File: config.mk
export PLATFORM = sky130hd
export DESIGN_NAME = instruction_fetch_unit
export DESIGN_NICKNAME = d
export VERILOG_FILES = /design/src/rtl/instruction_fetch_unit.sv
export SDC_FILE = /design/constraint.sdc
export NUM_CORES = 1
export LEC_CHECK = 0
export CORE_MARGIN = 10
export CORE_UTILIZATION = 45
export CTS_CLUSTER_DIAMETER = 50
export DETAILED_ROUTE_END_ITERATION = 12
export MAX_ROUTING_LAYER = met4
export PLACE_DENSITY = 0.69
export SLEW_MARGIN = 5
export SYNTH_ARGS = -nofsm -noshare
export SYNTH_HDL_FRONTEND = slang
export SYNTH_SLANG_ARGS = --single-unit
File: constraint.sdc
create_clock -name clock -period 4.8 [get_ports clock]
set_clock_uncertainty 0.15 [all_clocks]
set_input_delay 1.44 -clock clock [delete_from_list [all_inputs] [get_ports clock]]
set_output_delay 1.44 -clock clock [all_outputs]
set_load 0.005 [all_outputs]
File: src/rtl/instruction_fetch_unit.sv
// Instruction fetch unit: issues one-word fetches to a fixed one-cycle-latency
// instruction memory, buffers the responses in a 2-entry in-order FIFO and
// offers them to decode with a valid/ready handshake. Fetching stops at
// HALT_WORD. The unit then drains the buffered words and parks in HALTED.
module instruction_fetch_unit #(
  parameter logic [15:0] RESET_PC  = 16'h0000,
  parameter logic [15:0] HALT_WORD = 16'hFFFF
) (
  input  logic        clock,
  input  logic        reset_n,
  output logic        imem_req,
  output logic [15:0] imem_addr,
  input  logic        imem_rvalid,
  input  logic [15:0] imem_rdata,
  output logic        ir_valid,
  input  logic        ir_ready,
  output logic [15:0] ir,
  output logic [15:0] ir_pc,
  output logic        halted
);

  typedef enum logic [1:0] {
    FETCH,
    DRAIN,
    HALTED
  } state_t;

  typedef struct packed {
    logic [15:0] insn;
    logic [15:0] pc;
  } entry_t;

  state_t      state;
  entry_t      fifo [2];
  logic        head;
  logic        tail;
  logic [1:0]  count;
  logic        pending;
  logic [15:0] pending_pc;
  logic [15:0] fetch_pc;

  logic        deq;
  logic        resp_ok;
  logic        is_halt;
  logic        enq;
  logic        halt_hit;
  logic [2:0]  occupancy;
  logic [1:0]  count_next;

  // A response is meaningful only when it answers a request issued last cycle.
  assign resp_ok  = imem_rvalid && pending;
  assign is_halt  = (imem_rdata == HALT_WORD);
  assign enq      = resp_ok && !is_halt && (state == FETCH);
  assign halt_hit = resp_ok && is_halt && (state == FETCH);
  assign deq      = (count != 2'd0) && ir_ready;

  // Slots already promised: buffered words plus the response still in flight.
  // deq implies count >= 1, so this never underflows.
  assign occupancy  = {1'b0, count} + {2'b00, pending} - {2'b00, deq};
  assign count_next = count + {1'b0, enq} - {1'b0, deq};

  // reset_n gates the request so nothing is issued while reset is held.
  assign imem_req  = reset_n && (state == FETCH) && (occupancy < 3'd2);
  assign imem_addr = fetch_pc;

  // No bypass: a word becomes visible the cycle after it is written.
  assign ir_valid = (count != 2'd0);
  assign ir       = fifo[head].insn;
  assign ir_pc    = fifo[head].pc;
  assign halted   = (state == HALTED);

  // Fetch pointer, outstanding-request tracking, FIFO pointers and state.
  // NOTE: sequential state uses non-blocking assignments so every register
  // samples the pre-edge values of its neighbours, independent of code order.
  always_ff @(posedge clock or negedge reset_n) begin
    if (!reset_n) begin
      fetch_pc   <= RESET_PC;
      pending    <= 1'b0;
      pending_pc <= 16'h0000;
      count      <= 2'd0;
      head       <= 1'b0;
      tail       <= 1'b0;
      state      <= FETCH;
    end else begin
      pending <= imem_req;
      if (imem_req) begin
        fetch_pc   <= fetch_pc + 16'd2;
        pending_pc <= fetch_pc;
      end
      count <= count_next;
      if (enq) tail <= ~tail;
      if (deq) head <= ~head;
      case (state)
        // Skip DRAIN when nothing is left to deliver.
        FETCH:   if (halt_hit) state <= (count_next == 2'd0) ? HALTED : DRAIN;
        DRAIN:   if (count_next == 2'd0) state <= HALTED;
        HALTED:  state <= HALTED;
        default: state <= FETCH;
      endcase
    end
  end

  // Instruction buffer storage, written at the tail on every enqueue.
  // NOTE: the storage is reset because ir/ir_pc must read zero during reset;
  // larger buffers would normally be left unreset and qualified by valid.
  always_ff @(posedge clock or negedge reset_n) begin
    if (!reset_n) begin
      fifo[0] <= '0;
      fifo[1] <= '0;
    end else if (enq) begin
      fifo[tail] <= '{insn: imem_rdata, pc: pending_pc};
    end
  end

endmodule

==> results of run 1 <==
## synthesized netlist by cell type (all sizes together), types with 2 or more instances
library cell  number  area share
nor2b              2      0.0028
ha                 8       0.022
nor3               3      0.0033
nand4              7      0.0097
nor2               3      0.0030
nand2             10      0.0083
nand3              6      0.0066
inv               10      0.0083
o21ai              2      0.0022
xor2               4      0.0078
dfrtp             99        0.55
nor4               2      0.0055
mux2             108        0.29
buf               13       0.023
xnor2             15       0.029
and3               2      0.0028
## final cells by class
| type | instances | area [um^2] | share of cell area |
|---|---|---|---|
| clock inverters | 7 | 67.56 | 0.01201 |
| repair buffers | 85 | 818.3 | 0.1455 |
| well taps | 133 | 166.4 | 0.02958 |
| clock buffers | 9 | 123.9 | 0.02202 |
| multi-input cells | 184 | 1934 | 0.3439 |
| flip-flops and latches | 99 | 2477 | 0.4404 |
| inverters | 10 | 37.54 | 0.006673 |
## state kept, by name (all words and copies together) (netlist names)
name and flops:
imem_addr 15, pending 1, fifo 62, pending_pc 15, state 2, head 1, tail 1, count 2
## where the power goes
group	switching (mW)	internal, mW
logic	0.0235	0.0151
registers	0	0.833
clock network	0.280	0.240
total	0.303	1.09
## final timing paths
path	start	endpoint	slack (ns)	cells after the start
worst max-delay path	ir_ready	imem_req	0.15	9
worst min-delay path	fifo[1]$_DFFE_PN0P_	fifo[1]$_DFFE_PN0P_	0.36	1
worst max register to register	count[1]$_DFF_PN0_	imem_addr[15]$_DFFE_PN0P_	1.52	11
worst min register to register	fifo[1]$_DFFE_PN0P_	fifo[1]$_DFFE_PN0P_	0.36	1
max in group asynchronous	reset_n	fifo[40]$_DFFE_PN0P_	2.36	3
min in group asynchronous	reset_n	fifo[59]$_DFFE_PN0P_	1.04	2
## worst max-delay path, stage by stage
cell and delay, ns:
dlygate4sd2_1 0.22, and2_4 0.14, ha_4 0.24, nor2b_4 0.11
fa_1 0.41, nand3b_1 0.18, nand2b_4 0.16, inv_2 0.07
buf_6 0.09
## per-layer routing
metal  GRT usage  vias to the layer above  part of all wire
met5           -                        -                 0
met4     0.02941                        0            0.0067
met3     0.03583                        2             0.036
met2      0.2101                       46              0.48
met1      0.1712                     1291              0.48
li1            -                     1233                 -
## kinds of logic (layout without fill, tap and decap cells)
family	count (synthesis)	count (layout)	share of synthesized area
simple gates	40	40	0.05123
mux	109	109	0.2963
other cells	1	2	0.0008300
compound gates	5	5	0.007756
buf+inv	24	111	0.03212
flops	99	99	0.5483
fa+ha+maj	9	9	0.02659
xor+xnor	19	19	0.03683
## repair_timing
item / CTS / global route
endpoints found under the setup margin: 1 / 0
setup buffers: 6 / 0
gates resized for setup: 12 / 0
==> impl.org, run 1 <==
** Outcome
- Run status :: finished clean

** Cells and area
- Most common cell after layout, fill and taps aside :: dfrtp_1
- Final standard cell count with taps included and fillers excluded :: 527
- The number of antenna diodes in the final layout is 0.
- Final core area utilization :: 0.5755
- The finished cells cover approximately 5600 um^2.
- Filler cell count in the final layout :: 804
- In the layout the commonest cells are dfrtp_1 (99), mux2_2 (78), clkdlybuf4s50_1 (65).
- Area grow syn2layout :: 24.51%
- Number of nets in the layout :: 418
- In the final layout, the share of cells above drive strength 1 is 0.3934.

** Worst setup path
- The worst setup path is launched from an input port.
- STA classifies the critical path endpoint as an output port.
- Required time at the endpoint of the critical path :: 3.21 ns
- Critical path type :: in2out
- Data arrives at the worst endpoint at 3.06 ns.
- Along the worst path, the maximum fanout reaches 2.

** STA
- Highest achievable clock rate :: 214.9 MHz
- Setup-failing EPs final :: 0
- The final number of max-transition violations was 0.
- Post-route setup slack :: between 0.1 and 0.15 ns
- Hold violation count in the final report :: 0
- The routed design could run at a clock period as short as 4.653 ns.
- Final period utilization :: 0.9694
- Unrepaired setup endpoints after global routing :: false
- At the pin with the least slew margin, the transition time is 0.7201 ns.
- Hold WS :: 0.3575 ns
- Worst max-slew margin expressed relative to the limit :: 0.5199
- Final setup TNS :: 0 ns

** Global routing
- Global routing usage summed across all routing layers :: 0.1341
- Vias in the first global route :: about 2.9k
- Entering global routing, the biggest net connects 60 pins.
- Global-route congestion overflow total :: 0
- Number of antenna violations at the first check in global routing :: 0
- The first global-routing pass estimated 15230 um of wire.

** Die
- The floorplan has 36 rows.
- Die height :: 120.2 um
- The region available for standard cell placement spans 9774 um^2.
- The floorplan step defined a die boundary enclosing around 14000 um^2.
- Pin placement for this block handled 71 I/O pins.
- For this configuration, the core starts out at a cell density of 0.4622.
- Chip width :: 120.2 um

** Drt
- Vias :: 2572
- For this run, the detailed router's first-pass iteration total came to 6.
- For this run, design rule violations remaining after detail routing come to 0.
- DRT antenna net count :: 0
- After the first detailed-routing iteration, the DRC count stood at 134.
- In the final routed layout, each cell accounts on average for 17.01 um.
- For this block, the routed nets add up to 8962 um of wire.
- After detailed routing, the number of vias per cell comes to 4.880.

** Clock tree
- The tree is rooted in a clkbuf_8.
- In this run, CTS created clock tree buffers numbering 9.
- No sink is reached through more buffers than the 2 on the longest clock path.
- The clock net in this run drives a total of 99 sinks.
- After clock tree synthesis, the flow added hold-fix buffers numbering 0.
- CTS HTree Levels :: 3
- The later pin in the worst-skew pair is clocked with a latency of 0.35 ns.
- CTS clk-pin slew, worst paths :: ~0.09 ns
- CTS tree :: built

** Placement
- Post-Place Worst Slack :: -0.5591 ns
- Cell Count Post-Placement :: around 510
- Buffers placed on the I/O ports in this run total 68.
- Placement Cell Area :: 5359 um^2
- Placer congestion estimate :: 0.7473
- Dpl hpwl :: 6223 um

** Yosys
- Post-Synthesis Cells :: roughly 300
- Yosys warnings :: 0
- The mapped netlist covers 4518 um^2.
- Of the synthesized area, sequential elements account for 0.5483.
- For this run, the leading register cell type out of synthesis is dfrtp_1.
- In this run, synthesis produced a sequential element count of between 90 and 100.
- Cell variety after synth :: 34
- Number of flops mapped to enable cells by yosys :: 0
- Syn avg cell area :: between 10 and 15 um^2
- Fraction of registers with async set/reset :: 1.000

** Power and ir drop
- Total power of the final layout :: 1.392 mW
- Leakage :: 2.700 nW
- In this run the power density over the cells is 247.4 nW/um^2.
- Across the VDD grid, the largest voltage drop is roughly 0.14 mV.

** Run
- Max Cap Viol :: 0

** Worst hold path
- Worst min-delay path class :: reg2reg
Note: power is estimated with default switching activity, not from simulation.
==> run 2: changes to the inputs <==
--- a/config.mk
+++ b/config.mk
@@ -5,12 +5,14 @@
 export SDC_FILE = /design/constraint.sdc
 export NUM_CORES = 1
 export LEC_CHECK = 0
+export CAP_MARGIN = 10
 export CORE_MARGIN = 10
 export CORE_UTILIZATION = 45
 export CTS_CLUSTER_DIAMETER = 50
 export DETAILED_ROUTE_END_ITERATION = 12
 export MAX_ROUTING_LAYER = met4
-export PLACE_DENSITY = 0.69
+export PLACE_DENSITY = 0.65
+export RECOVER_POWER = 25
 export SLEW_MARGIN = 5
 export SYNTH_ARGS = -nofsm -noshare
 export SYNTH_HDL_FRONTEND = slang
==> impl.org, run 2 (same netlist as run 1, synthesis figures left out) <==
** Outcome
- Run status :: finished with violations
- The checks that failed: max-capacitance violations, max-slew violations.

** STA
- Final period utilization :: 0.9757 (+0.006306)
- The highest achievable clock rate came to 213.5 MHz (-0.65%).
- Hold WS :: 0.3581 ns (+0.0006740 ns)
- The transition at the pin with the smallest max-transition slack is 2.241 ns (+1.520 ns).
- The final setup violation count was 0 (unchanged).
- Post-route setup slack :: 0.1167 ns (-0.03027 ns)
- Worst max-slew margin expressed relative to the limit :: -0.4937 (-1.014)
- Setup repair after global routing left no endpoint under its margin.
- The final number of max-transition violations came to 44 (+44).
- Final Critical Period :: 4.683 ns (+0.03027 ns)
- Final setup TNS :: 0 ns (unchanged)
- Hold violation count in the final report :: 0 (unchanged)

** Power and ir drop
- Sw frac :: 0.2136 (-0.004296)
- Peak supply drop :: 0.1322 mV (-8.8%)
- The total net switching power was 0.3099 mW (+2.2%).
- Cell area power density :: 259.1 nW/um^2 (+4.7%)
- Relative contribution of the clock network to total power :: 0.400 (+0.026)
- The leakage power figure is 2.671 nW (-1.1%).
- Total power of the final layout :: 1.451 mW (+4.2%)
- Cell Int Power :: 1.141 mW (+4.8%)
- Sequential Power Share :: 0.574 (-0.025)
- Relative contribution of combinational cells to total power :: 0.026 (-0.002)

** Drt
- Total DRC errors in the routed layout :: 0 (unchanged)
- The total routed wire length on the met1 layer came to 4517 um (+5.3%).
- Number of iterations in the first detailed-routing pass :: 4 (-2)
- Number of vias per cell after detailed routing :: 4.966 (+1.7%)
- The routed length on met3 came to 366 um (+14%).
- Vias :: 2597 (+0.97%)
- Iter 0 DRT Violations :: 84 (-37%)
- DRT antenna net count :: 0 (unchanged)
- The wire length on met2 is 4276 um (-0.33%).
- The mean routed wirelength per cell came to 17.70 um (+4.1%).
- Highest Signal Layer :: met4
- The overall routed net length came to 9258 um (+3.3%).

** Cells and area
- Number of flip-flops in the largest register :: 62 (unchanged)
- The area growth from synthesis to layout is 23.90%.
- The fraction of final layout cells with drive strength greater than 1 is 0.3805 (-0.01294).
- Footprint of the multi-input gates :: 1934 um^2 (unchanged)
- Final standard cell count with taps included and fillers excluded :: 523 (-0.76%)
- Final core area utilization :: 0.5727 (-0.002816)
- The number of fill cells in the layout came to 831 (+3.4%).
- Leading cell types in the layout, fill and taps excluded :: dfrtp_1 (99), mux2_2 (78), clkdlybuf4s50_1 (65)
- The post-layout instance area came to 5598 um^2 (-0.49%).
- The total number of nets in the final design was 414 (-0.96%).
- The area taken by flip-flops and latches is 2477 um^2 (unchanged).
- Largest register by flop count :: fifo
- Most common cell after layout, fill and taps aside :: dfrtp_1

** Worst setup path
- The slowest stage of the critical path is the fa_1 cell.
- Reg2reg start :: count[1]$_DFF_PN0_
- Crit path arrival time :: 3.09 ns (+0.03 ns)
- The depth of the worst register-to-register path was 11 (unchanged).
- Walking the worst path, the cells encountered are dlygate4sd2_1 > and2_4 > ha_4 > nor2b_4 > fa_1 > nand3b_1 > nand2b_4 > inv_2 > buf_6.
- Top delay family on crit path :: adder cells
- Critical Path Fanout Max :: 2 (unchanged)
- Required time at the endpoint of the critical path :: 3.21 ns (about the same)
- CP max stage delay :: 0.42 ns (about the same)
- Worst path buffer plus inverter count :: 3 (unchanged)
- Nature of the critical path endpoint :: output port
- Startpoint Class :: input port
- The reg-to-reg setup timing slack was 1.46 ns (-0.06 ns).
- Critical path type :: in2out
- RR Endpoint :: imem_addr[13]$_DFFE_PN0P_

** Worst hold path
- The worst hold path terminates at fifo[57]$_DFFE_PN0P_.
- The number of cells traversed by the worst hold path is 1 (unchanged).
- The tightest min-delay check is of the reg2reg type.
- Hold path startpoint :: fifo[57]$_DFFE_PN0P_

** Placement
- The number of I/O port buffers came to 68 (unchanged).
- The HPWL after detailed placement came to 6357 um (+2.2%).
- The global placement routability congestion was 0.7596 (+1.6%).
- Cell Count Post-Placement :: 505 (unchanged)
- Post-Place Worst Slack :: -0.5954 ns (-0.03630 ns)
- The post-place instance area came to 5346 um^2 (-0.23%).

** Die
- Chip width :: 120.2 um (unchanged)
- The number of placement rows is 36 (unchanged).
- The core box area is 9774 um^2 (unchanged).
- Overall die area :: 14450 um^2 (unchanged)
- Starting Density :: 0.4622 (unchanged)
- The height of the chip came to 120.2 um (unchanged).
- The top-level I/O count is 71 (unchanged).

** Global routing
- Largest net degree at the start of global routing :: 58 (-3.3%)
- Number of antenna violations at the first check in global routing :: 1 (+1)
- Global-route wire length before repair :: 15420 um (+1.3%)
- Vias in the first global route :: 2952 (+1.5%)
- The aggregate global-route resource usage came to 0.1357 (+0.001620).
- Global-route congestion overflow total :: 0 (unchanged)

** Clock tree
- CTS tree :: built
- Later-pin clock latency in the skew report :: 0.35 ns (about the same)
- The number of levels the H-tree was split into came to 3 (unchanged).
- The total clock sinks was 99 (unchanged).
- The tree is rooted in a clkbuf_8.
- The CTS buffer count is 9 (unchanged).
- CTS Buffer Depth :: 2 (unchanged)
- The CTS clock-pin slew for the worst setup and hold paths came to 0.08 ns (about the same).

** Run
- The count of max-cap constraint violations is 1 (+1).
==> run 2: what timing repair did <==
action                                  4_1_cts  5_1_grt
endpoints found under the setup margin        1        0
buffers inserted                              2        0
hold buffers                                  0        0
gates resized for setup                      12        0
==> run 2: power groups by stage <==
stage	Sequential [mW]	Combinational [mW]	Clock (mW)
after floorplan	0.850	0.00270	0
after global placement	0.850	0.0398	0
after detailed placement	0.850	0.0401	0
after CTS	0.833	0.0399	0.594
after global routing	0.834	0.0428	0.634
final	0.833	0.0377	0.580
==> run 2: metal layers <==
| layer | up-vias | GRT usage |
|---|---|---|
| met4 | 0 | 0.03544 |
| met1 | 1328 | 0.1759 |
| met5 | - | - |
| li1 | 1216 | - |
| met2 | 44 | 0.2074 |
| met3 | 9 | 0.03583 |
==> run 2: cell type report <==
class                   instances  area share
diodes                          1   0.0004470
clock buffers                   9     0.02213
clock inverters                 6     0.01565
inverters                      10    0.006705
multi-input cells             184      0.3456
flip-flops and latches         99      0.4426
well taps                     133     0.02973
repair buffers                 81      0.1372
==> run 2: how the worst max path moves through the flow <==
stage              from       end  slack (ns)  depth (start not counted)
2_1_floorplan  ir_ready  imem_req        0.15                          8
4_1_cts        ir_ready  imem_req        0.11                          9
5_1_grt        ir_ready  imem_req        0.05                          9
3_5_place_dp   ir_ready  imem_req       -0.60                          9
3_3_place_gp   ir_ready  imem_req       -0.50                          9
6_report       ir_ready  imem_req        0.12                          9
